[src/rtl/alu_pkg.sv]
// Shared definitions for the ALU arbiter: op codes, FSM states and op classifiers.
package alu_pkg;

    localparam logic [3:0] OP_NOP  = 4'b0000;
    localparam logic [3:0] OP_ADD  = 4'b0001;
    localparam logic [3:0] OP_SUB  = 4'b0010;
    localparam logic [3:0] OP_MUL  = 4'b0011;
    localparam logic [3:0] OP_DIV  = 4'b0100;
    localparam logic [3:0] OP_AND  = 4'b0101;
    localparam logic [3:0] OP_OR   = 4'b0110;
    localparam logic [3:0] OP_XOR  = 4'b0111;
    localparam logic [3:0] OP_NOR  = 4'b1000;
    localparam logic [3:0] OP_XNOR = 4'b1001;
    localparam logic [3:0] OP_SLL  = 4'b1010;
    localparam logic [3:0] OP_SRL  = 4'b1011;
    localparam logic [3:0] OP_SRA  = 4'b1100;
    localparam logic [3:0] OP_SLT  = 4'b1101;
    localparam logic [3:0] OP_NAND = 4'b1110;
    localparam logic [3:0] OP_BAD  = 4'b1111;

    typedef enum logic [1:0] {
        ST_IDLE = 2'd0,
        ST_EXEC = 2'd1,
        ST_CAPT = 2'd2,
        ST_RESP = 2'd3
    } state_t;

    // Multiply and divide need the operands held for the multi-cycle window.
    function automatic logic is_muldiv(input logic [3:0] op);
        return (op == OP_MUL) || (op == OP_DIV);
    endfunction

    // NOP and the all-ones code never reach the ALU.
    function automatic logic is_illegal(input logic [3:0] op);
        return (op == OP_NOP) || (op == OP_BAD);
    endfunction

endpackage

[src/rtl/rr_arb2.sv]
// Two-way round-robin arbiter; the pointer names the requester favoured on a tie.
module rr_arb2 (
    input  logic       clk,
    input  logic       clear,
    input  logic [1:0] req,
    input  logic       advance,
    output logic [1:0] grant
);

    logic ptr;

    // Grant a lone requester directly; on a tie the pointer decides.
    always_comb begin
        grant = 2'b00;
        case (req)
            2'b01:   grant = 2'b01;
            2'b10:   grant = 2'b10;
            2'b11:   grant = ptr ? 2'b10 : 2'b01;
            default: grant = 2'b00;
        endcase
    end

    // After a grant, favour the other requester next time.
    always_ff @(posedge clk) begin
        if (clear) begin
            ptr <= 1'b0;
        end else if (advance && (|grant)) begin
            ptr <= ~grant[1];
        end
    end

endmodule

[src/rtl/alu_arbiter.sv]
// Shares one registered ALU between two requesters: round-robin grant,
// operand hold for multi-cycle ops, and {HI,LO} result return.
module alu_arbiter
    import alu_pkg::*;
#(
    parameter int WIDTH         = 32,
    parameter int MULDIV_CYCLES = 4,
    parameter int CNT_W         = 3
) (
    input  logic                 clk,
    input  logic                 clear,
    input  logic [1:0]           req_valid,
    output logic [1:0]           req_ready,
    input  logic [3:0]           req_op0,
    input  logic [3:0]           req_op1,
    input  logic [WIDTH-1:0]     req_a0,
    input  logic [WIDTH-1:0]     req_a1,
    input  logic [WIDTH-1:0]     req_b0,
    input  logic [WIDTH-1:0]     req_b1,
    output logic [WIDTH-1:0]     alu_a,
    output logic [WIDTH-1:0]     alu_b,
    output logic [3:0]           alu_sel,
    input  logic [2*WIDTH-1:0]   alu_out,
    output logic                 resp_valid,
    input  logic                 resp_ready,
    output logic                 resp_id,
    output logic [2*WIDTH-1:0]   resp_result,
    output logic                 resp_err,
    output logic                 busy
);

    state_t             state;
    state_t             state_nx;
    logic [1:0]         grant;
    logic               advance;
    logic               gnt_id;
    logic [3:0]         gnt_op;
    logic [WIDTH-1:0]   gnt_a;
    logic [WIDTH-1:0]   gnt_b;
    logic [3:0]         op_q;
    logic [CNT_W-1:0]   cnt;
    logic [CNT_W-1:0]   hold_last;

    rr_arb2 u_arb (
        .clk     (clk),
        .clear   (clear),
        .req     (req_valid),
        .advance (advance),
        .grant   (grant)
    );

    // A grant only happens from IDLE and never in a reset cycle.
    assign advance   = (state == ST_IDLE) && !clear && (|grant);
    assign req_ready = advance ? grant : 2'b00;
    assign gnt_id    = grant[1];
    assign gnt_op    = gnt_id ? req_op1 : req_op0;
    assign gnt_a     = gnt_id ? req_a1  : req_a0;
    assign gnt_b     = gnt_id ? req_b1  : req_b0;
    assign hold_last = is_muldiv(op_q) ? CNT_W'(MULDIV_CYCLES - 1) : '0;

    // State register.
    always_ff @(posedge clk) begin
        if (clear) begin
            state <= ST_IDLE;
        end else begin
            state <= state_nx;
        end
    end

    // Next-state and state-decoded outputs.
    always_comb begin
        state_nx   = state;
        alu_sel    = OP_NOP;
        resp_valid = 1'b0;
        busy       = (state != ST_IDLE);
        case (state)
            ST_IDLE: begin
                if (advance) begin
                    state_nx = is_illegal(gnt_op) ? ST_RESP : ST_EXEC;
                end
            end
            ST_EXEC: begin
                alu_sel = op_q;
                if (cnt == hold_last) begin
                    state_nx = ST_CAPT;
                end
            end
            ST_CAPT: begin
                state_nx = ST_RESP;
            end
            ST_RESP: begin
                resp_valid = 1'b1;
                if (resp_ready) begin
                    state_nx = ST_IDLE;
                end
            end
            default: state_nx = ST_IDLE;
        endcase
    end

    // Operand latch, hold counter and result capture.
    always_ff @(posedge clk) begin
        if (clear) begin
            op_q        <= OP_NOP;
            cnt         <= '0;
            alu_a       <= '0;
            alu_b       <= '0;
            resp_id     <= 1'b0;
            resp_err    <= 1'b0;
            resp_result <= '0;
        end else begin
            case (state)
                ST_IDLE: begin
                    if (advance) begin
                        op_q    <= gnt_op;
                        resp_id <= gnt_id;
                        cnt     <= '0;
                        if (is_illegal(gnt_op)) begin
                            // The ALU operands are left untouched for a rejected op.
                            resp_err    <= 1'b1;
                            resp_result <= '0;
                        end else begin
                            resp_err <= 1'b0;
                            alu_a    <= gnt_a;
                            alu_b    <= gnt_b;
                        end
                    end
                end
                ST_EXEC: begin
                    cnt <= cnt + CNT_W'(1);
                end
                ST_CAPT: begin
                    // Only mul/div write HI; for other ops HI is stale and masked.
                    if (is_muldiv(op_q)) begin
                        resp_result <= alu_out;
                    end else begin
                        resp_result <= {{WIDTH{1'b0}}, alu_out[WIDTH-1:0]};
                    end
                end
                default: begin
                end
            endcase
        end
    end

endmodule

[config.mk]
export PLATFORM = sky130hd
export DESIGN_NAME = alu_arbiter
export DESIGN_NICKNAME = d
export VERILOG_FILES = /design/src/rtl/alu_pkg.sv /design/src/rtl/rr_arb2.sv /design/src/rtl/alu_arbiter.sv
export SDC_FILE = /design/constraint.sdc
export NUM_CORES = 1
export LEC_CHECK = 0
export ABC_AREA = 1
export BUFFER_PORTS_ARGS = -buffer_cell sky130_fd_sc_hd__buf_4
export CORE_ASPECT_RATIO = 0.9
export CORE_MARGIN = 2
export CORE_UTILIZATION = 30
export CTS_CLUSTER_DIAMETER = 150
export CTS_CLUSTER_SIZE = 30
export DETAILED_ROUTE_END_ITERATION = 10
export PLACE_DENSITY = 0.57
export SLEW_MARGIN = 20
export SYNTH_ARGS = -nofsm -noshare
export SYNTH_HDL_FRONTEND = slang
export SYNTH_SLANG_ARGS = --single-unit
[constraint.sdc]
create_clock -name clk -period 3.8 [get_ports clk]
set_input_delay 0.57 -clock clk [delete_from_list [all_inputs] [get_ports clk]]
set_output_delay 0.57 -clock clk [all_outputs]
set_load 0.02 [all_outputs]
; ---- After elaboration in Yosys (flattened, before gate mapping)
; Index checks and enable logic that the tools add are counted.
[totals]
register_bits = 140
latch_bits = 0
mem_bits_rw = 0
rom_bits = 0
input_bits = 205
wordCells = 64
n_memories = 0
[op_classes]
addsub = 1
mul = 0
div_mod_pow = 0
magnitude_cmp = 0
n_eq_ne = 14
shift = 0
mux = 21
bitwise_logic = 2
n_reduce_logical = 17
[ops]
columns = operator, n
row1 = 64-bit 2-to-1 mux, 3
row2 = 64-bit one-hot mux with 2 select lines, 1
row3 = 32-bit 2-to-1 mux, 2
row4 = 2-bit 2-to-1 mux, 7
row5 = 3-bit AND reduction, 3
row6 = "2-bit equality test, second input constant", 4
row7 = 4-bit 2-to-1 mux, 2
row8 = 2-bit one-hot mux with 4 select lines, 1
row9 = "2-bit inequality test, second input constant", 3
row10 = 2-bit one-hot mux with 3 select lines, 1
row11 = 3-bit one-hot mux with 2 select lines, 1
row12 = 2-bit nonzero test, 3
row13 = "2-bit by 1-bit equality test with 1-bit output, second input constant", 2
row14 = "4-bit by 2-bit equality test with 1-bit output, second input constant", 1
row15 = "4-bit by 3-bit equality test with 1-bit output, second input constant", 1
row16 = "4-bit equality test, second input constant", 1
row17 = 4-bit logical NOT, 1
row18 = 2-bit AND reduction, 2
row19 = "3-bit by 1-bit adder with 3-bit output, second input constant", 1
row20 = 3-bit by 2-bit equality test with 1-bit output, 1
row21 = 1-bit logical AND, 3
row22 = 3-bit 2-to-1 mux, 1
row23 = 2-bit logical NOT, 1
row24 = 1-bit logical OR, 2
row25 = other kinds (5), 7

; ---- Depth between registers and ports, before layout
[logic_depth]
ltp_word = 8
ltp_mapped = 12

; ---- Hierarchy
; From an unflattened synthesis, not the netlist that was laid out.
[hier_totals]
hier_cells = 966
area_unflattened_um2 = 6452.4
[by_module_without_submodules]
columns = module, instances, cells_each, area_per_inst_um2, seq_area_each_um2
row1 = alu_arbiter, 1, 957, 6392.4, 2782.7
row2 = rr_arb2, 1, 9, 60.1, 20.0

; ---- Worst setup path before layout
; Ideal clock, no wire load.
[synth_path]
kind = input -> output
start = in clear
end = out req_ready[1]
arrival_time_ns = 1.484
required_ns = 3.230
path_slack_ns = 1.746
stages = 4
path_buffers = 1
path_cell_list = clkbuf_1 inv_2 nand3_1 nor2_1
[synth_between]
elab_chain_len = 4
[synth_rtl]
columns = element, line
row1 = start: declaration, alu_arbiter.sv:11  ; input logic clear,
row2 = 1-bit logical NOT, alu_arbiter.sv:53  ; assign advance = (state == ST_IDLE) && !clear && (|grant);
row3 = 1-bit logical AND (2 in a row), alu_arbiter.sv:53
row4 = 2-bit 2-to-1 mux, alu_arbiter.sv:54  ; assign req_ready = advance ? grant : 2'b00;
row5 = end: declaration, alu_arbiter.sv:13  ; output logic [1:0] req_ready,
; Every way passes these cells.

; ---- Worst setup path in the final report
[layout_path]
start = reg state[1]
end = out req_ready[1]
[layout_between]
elab_chain_len = 4
[layout_rtl]
columns = element, line
row1 = start: declaration, alu_arbiter.sv:32  ; state_t state;
row2 = start signal: assignment, alu_arbiter.sv:66  ; state <= state_nx;
row3 = 2-bit logical NOT, alu_arbiter.sv:53
row4 = 1-bit logical AND (2 in a row), alu_arbiter.sv:53
row5 = 2-bit 2-to-1 mux, alu_arbiter.sv:54
; Every way passes these cells.

==> summary.md <==
| Metric | Value |
|---|---|
| Total core area | `23,100 µm²` |
| Post-synth EDFFs | `0` |
| Clock latency on the worst-skew pair | `0.41 ns` |
| Leak Pwr | `5.31 nW` |
| Share of the synthesized area in the top cell type | `40.0%` |
| CTS buffer count | `17` |
| Most common cell in the netlist | `nand2_1` |
| Critical path arrival | `1.99 ns` |
| Max_slew headroom | `31.2%` |
| Global-route wire length before repair | `37,400 µm` |
| Final setup fails | `0` |
| YS warnings | `0` |
| Synthesized net count | `1,270` |
| Reg power frac | `30.4%` |
| Initial core utilization | `30.3%` |
| Routed WL | `24,400 µm` |
| Placed insts | `1,637` |
| Detailed Place HPWL | `17,500 µm` |
| Initial antenna violation count | `0` |
| Post-synthesis cell area | `7010 µm²` |
| Slowest stage delay, CP | `0.36 ns` |
| Outcome | `finished clean` |
| TritonRoute pass-1 iters | `5` |
| Layout Cells excl Fill | `1,668` |
| CP Capture Type | `primary output` |
| Post-synth top cells | `nand2_1, nor2_1, dfxtp_1` |
| Clk pwr share | `25.9%` |
| Full die area | `24,600 µm²` |
| Met3 Usage GRT | `7.28%` |
| Hold Vio Cnt, Final | `0` |
| Slowest-stage cell, CP | `nor2_1` |
| Final worst path period need | `2.56 ns` |
| Yosys top cell by area | `dfxtp_1` |
| CP Depth | `5` |
| Int Power | `4.08 mW` |
| Critical path class | `reg -> out` |
| H-tree Lvls | `4` |
| Clk buf depth | `2` |
| Max IR drop VDD | `0.000249 V` |
| Synth area leaders | `dfxtp_1, nand2_1, nor2_1` |
| Unrepaired setup endpoints after global routing | `false` |
| #FFs+latches synth | `140` |
| NetSw | `2.63 mW` |
| I/O Buffers | `342` |
| Register-to-Register Path Depth | `9` |
| Die Span Y | `149 µm` |
| Share of the yosys chip area belonging to registers | `40.0%` |
| Data required, critical path | `3.23 ns` |
| Wire length per cell | `14.6 µm` |
| Overall global routing resource usage | `19.2%` |
| Worst Path Buf+Inv | `2` |
| Vias in the first global route | `7,160` |
| Cells after synthesis | `1,059` |
| Num Clock Sinks | `140` |
| Most Used Layer, Global Route | `met2` |
| Sw Share | `39.2%` |
| Yosys cell types | `27` |
| Share of layout cells above drive strength 1 | `29.4%` |
| Setup tns final | `0 ns` |
| CTS tree | `yes` |
| Met2 Usage GRT | `31.0%` |
| CP top delay family | `simple AND/OR/NAND/NOR gates` |
| M1 GR Usage | `24.4%` |
| Worst Hold Depth | `2` |
| Highest clock rate | `391 MHz` |
| Post-cts resize count | `0` |
| Global route overflow | `0` |
| Die X | `165 µm` |
| CTS Root Buffer Type | `clkbuf_16` |
| Worst slew pin tran | `1.03 ns` |
| Maxcap violations | `0` |
| Clock-pin slew of the registers on the worst-case setup and hold paths | `0.06 ns` |
| GP Congestion | `0.807` |
| Type of the most critical hold path | `in -> reg` |
| Nets@finish | `1,565` |
| Async SR Flop Fraction | `0%` |
| Pwr dens | `648 nW/µm²` |
| Antenna Nets Post-Route | `0` |
| Residual DRC | `0` |
| Final hold slack | `0.410 ns` |
| CTS Hold Bufs | `0` |
| Via/cell ratio | `4.63` |
| Ys flop type | `dfxtp_1` |
| Crit-path cells | `inv_1 > ha_1 > nand3_1 > nor2_1 > buf_4` |
| Startpoint Class | `register` |
| Antenna cell count | `0` |
| Io pins | `343` |
| Worst Clk Skew | `0.0134 ns` |
| Slew Viols, Final | `0` |
| Combinational Power Share | `43.7%` |
| Number of DRC markers in iteration 0 | `376` |
| Syn avg cell area | `6.62 µm²` |
| # rows | `53` |
| Fin crit share | `67.3%` |
| Worst-path fanout max | `10` |
| Setup Fix Bufs, Post-CTS | `0` |
| Total number of vias | `7,723` |
| Pin count of the biggest net entering global routing | `73` |
| Area growth syn-to-layout | `47.8%` |
## flip-flops by register name (all words and copies together), names as in the netlist
register,flops
resp_result,64
state,2
resp_err,1
resp_id,1
alu_b,32
u_arb.ptr,1
alu_a,32
cnt,3
op_q,4
## worst reg2reg max path: stages, from the launching register on
cell,delay [ns]
dfxtp_1,0.32
inv_1,0.11
ha_1,0.23
nand3_1,0.34
inv_2,0.19
nand3_4,0.35
nand2_1,0.61
nand2_1,0.12
nand2_1,0.08
nor2_1,0.04
## final timing paths
check / endpoint / slack [ns] / startpoint
max: req_ready[1] / 1.24 / state[1]
min: cnt[0] / 0.41 / clear
max reg2reg: resp_result[20] / 1.27 / state[1]
min reg2reg: alu_b[1] / 0.48 / alu_b[1]
## layer usage
layer | wire [µm] | part of all wire, % | vias up
met5 | 0 | 0 | -
met4 | 269 | 1.1 | 0
met3 | 2340 | 9.6 | 15
met2 | 11200 | 46 | 241
met1 | 10600 | 43 | 3504
li1 | - | - | 3963
## layout make-up
cell class / count / area, µm²
fillers: 2448 / 12800
multi-input cells: 806 / 3760
flip-flops and latches: 140 / 2800
repair buffers: 357 / 2680
clock buffers: 17 / 425
well taps: 302 / 378
clock inverters: 14 / 185
inverters: 32 / 123
## stage by stage
step                power (mW)  util, %  instance area [µm²]  setup slack [ns]
global route              7.20     44.8                10400             0.978
finish                    6.71     44.8                10400              1.24
CTS                       6.80     44.8                10400              1.19
floorplan                 3.91        -                 7010              1.75
global placement          5.00     42.1                 9750             0.981
detailed placement        5.02     42.1                 9750             0.883
## power groups by stage
| stage | registers [mW] | clock network, mW | logic [mW] |
|---|---|---|---|
| finish | 2.04 | 1.74 | 2.93 |
| global route | 2.08 | 1.85 | 3.26 |
| CTS | 2.04 | 1.79 | 2.97 |
| detailed placement | 2.06 | 0 | 2.96 |
| global placement | 2.06 | 0 | 2.94 |
| floorplan | 2.46 | 0 | 1.45 |
## kinds of logic after synthesis
| kind of cell | after synthesis | synth area share, % |
|---|---|---|
| adders and majority gates | 6 | 1.07 |
| and+or+nand+nor | 726 | 44.6 |
| AOI/OAI and AO/OA | 74 | 7.62 |
| buffers and inverters | 113 | 6.70 |
| DFF | 140 | 40.0 |
## cells in the final DEF, fill, tap and decap left out, types with 10 or more instances in the layout
cell,netlist,routed
buf_4,1,357
nand3_1,10,10
nand3b_1,55,55
a21boi_0,10,10
a21boi_1,45,45
nand2_1,384,382
nor2_1,208,208
dfxtp_1,140,140
clkbuf_16,0,17
inv_1,28,28
nand4_1,65,65
No activity file was read; power rests on OpenSTA's default activity.
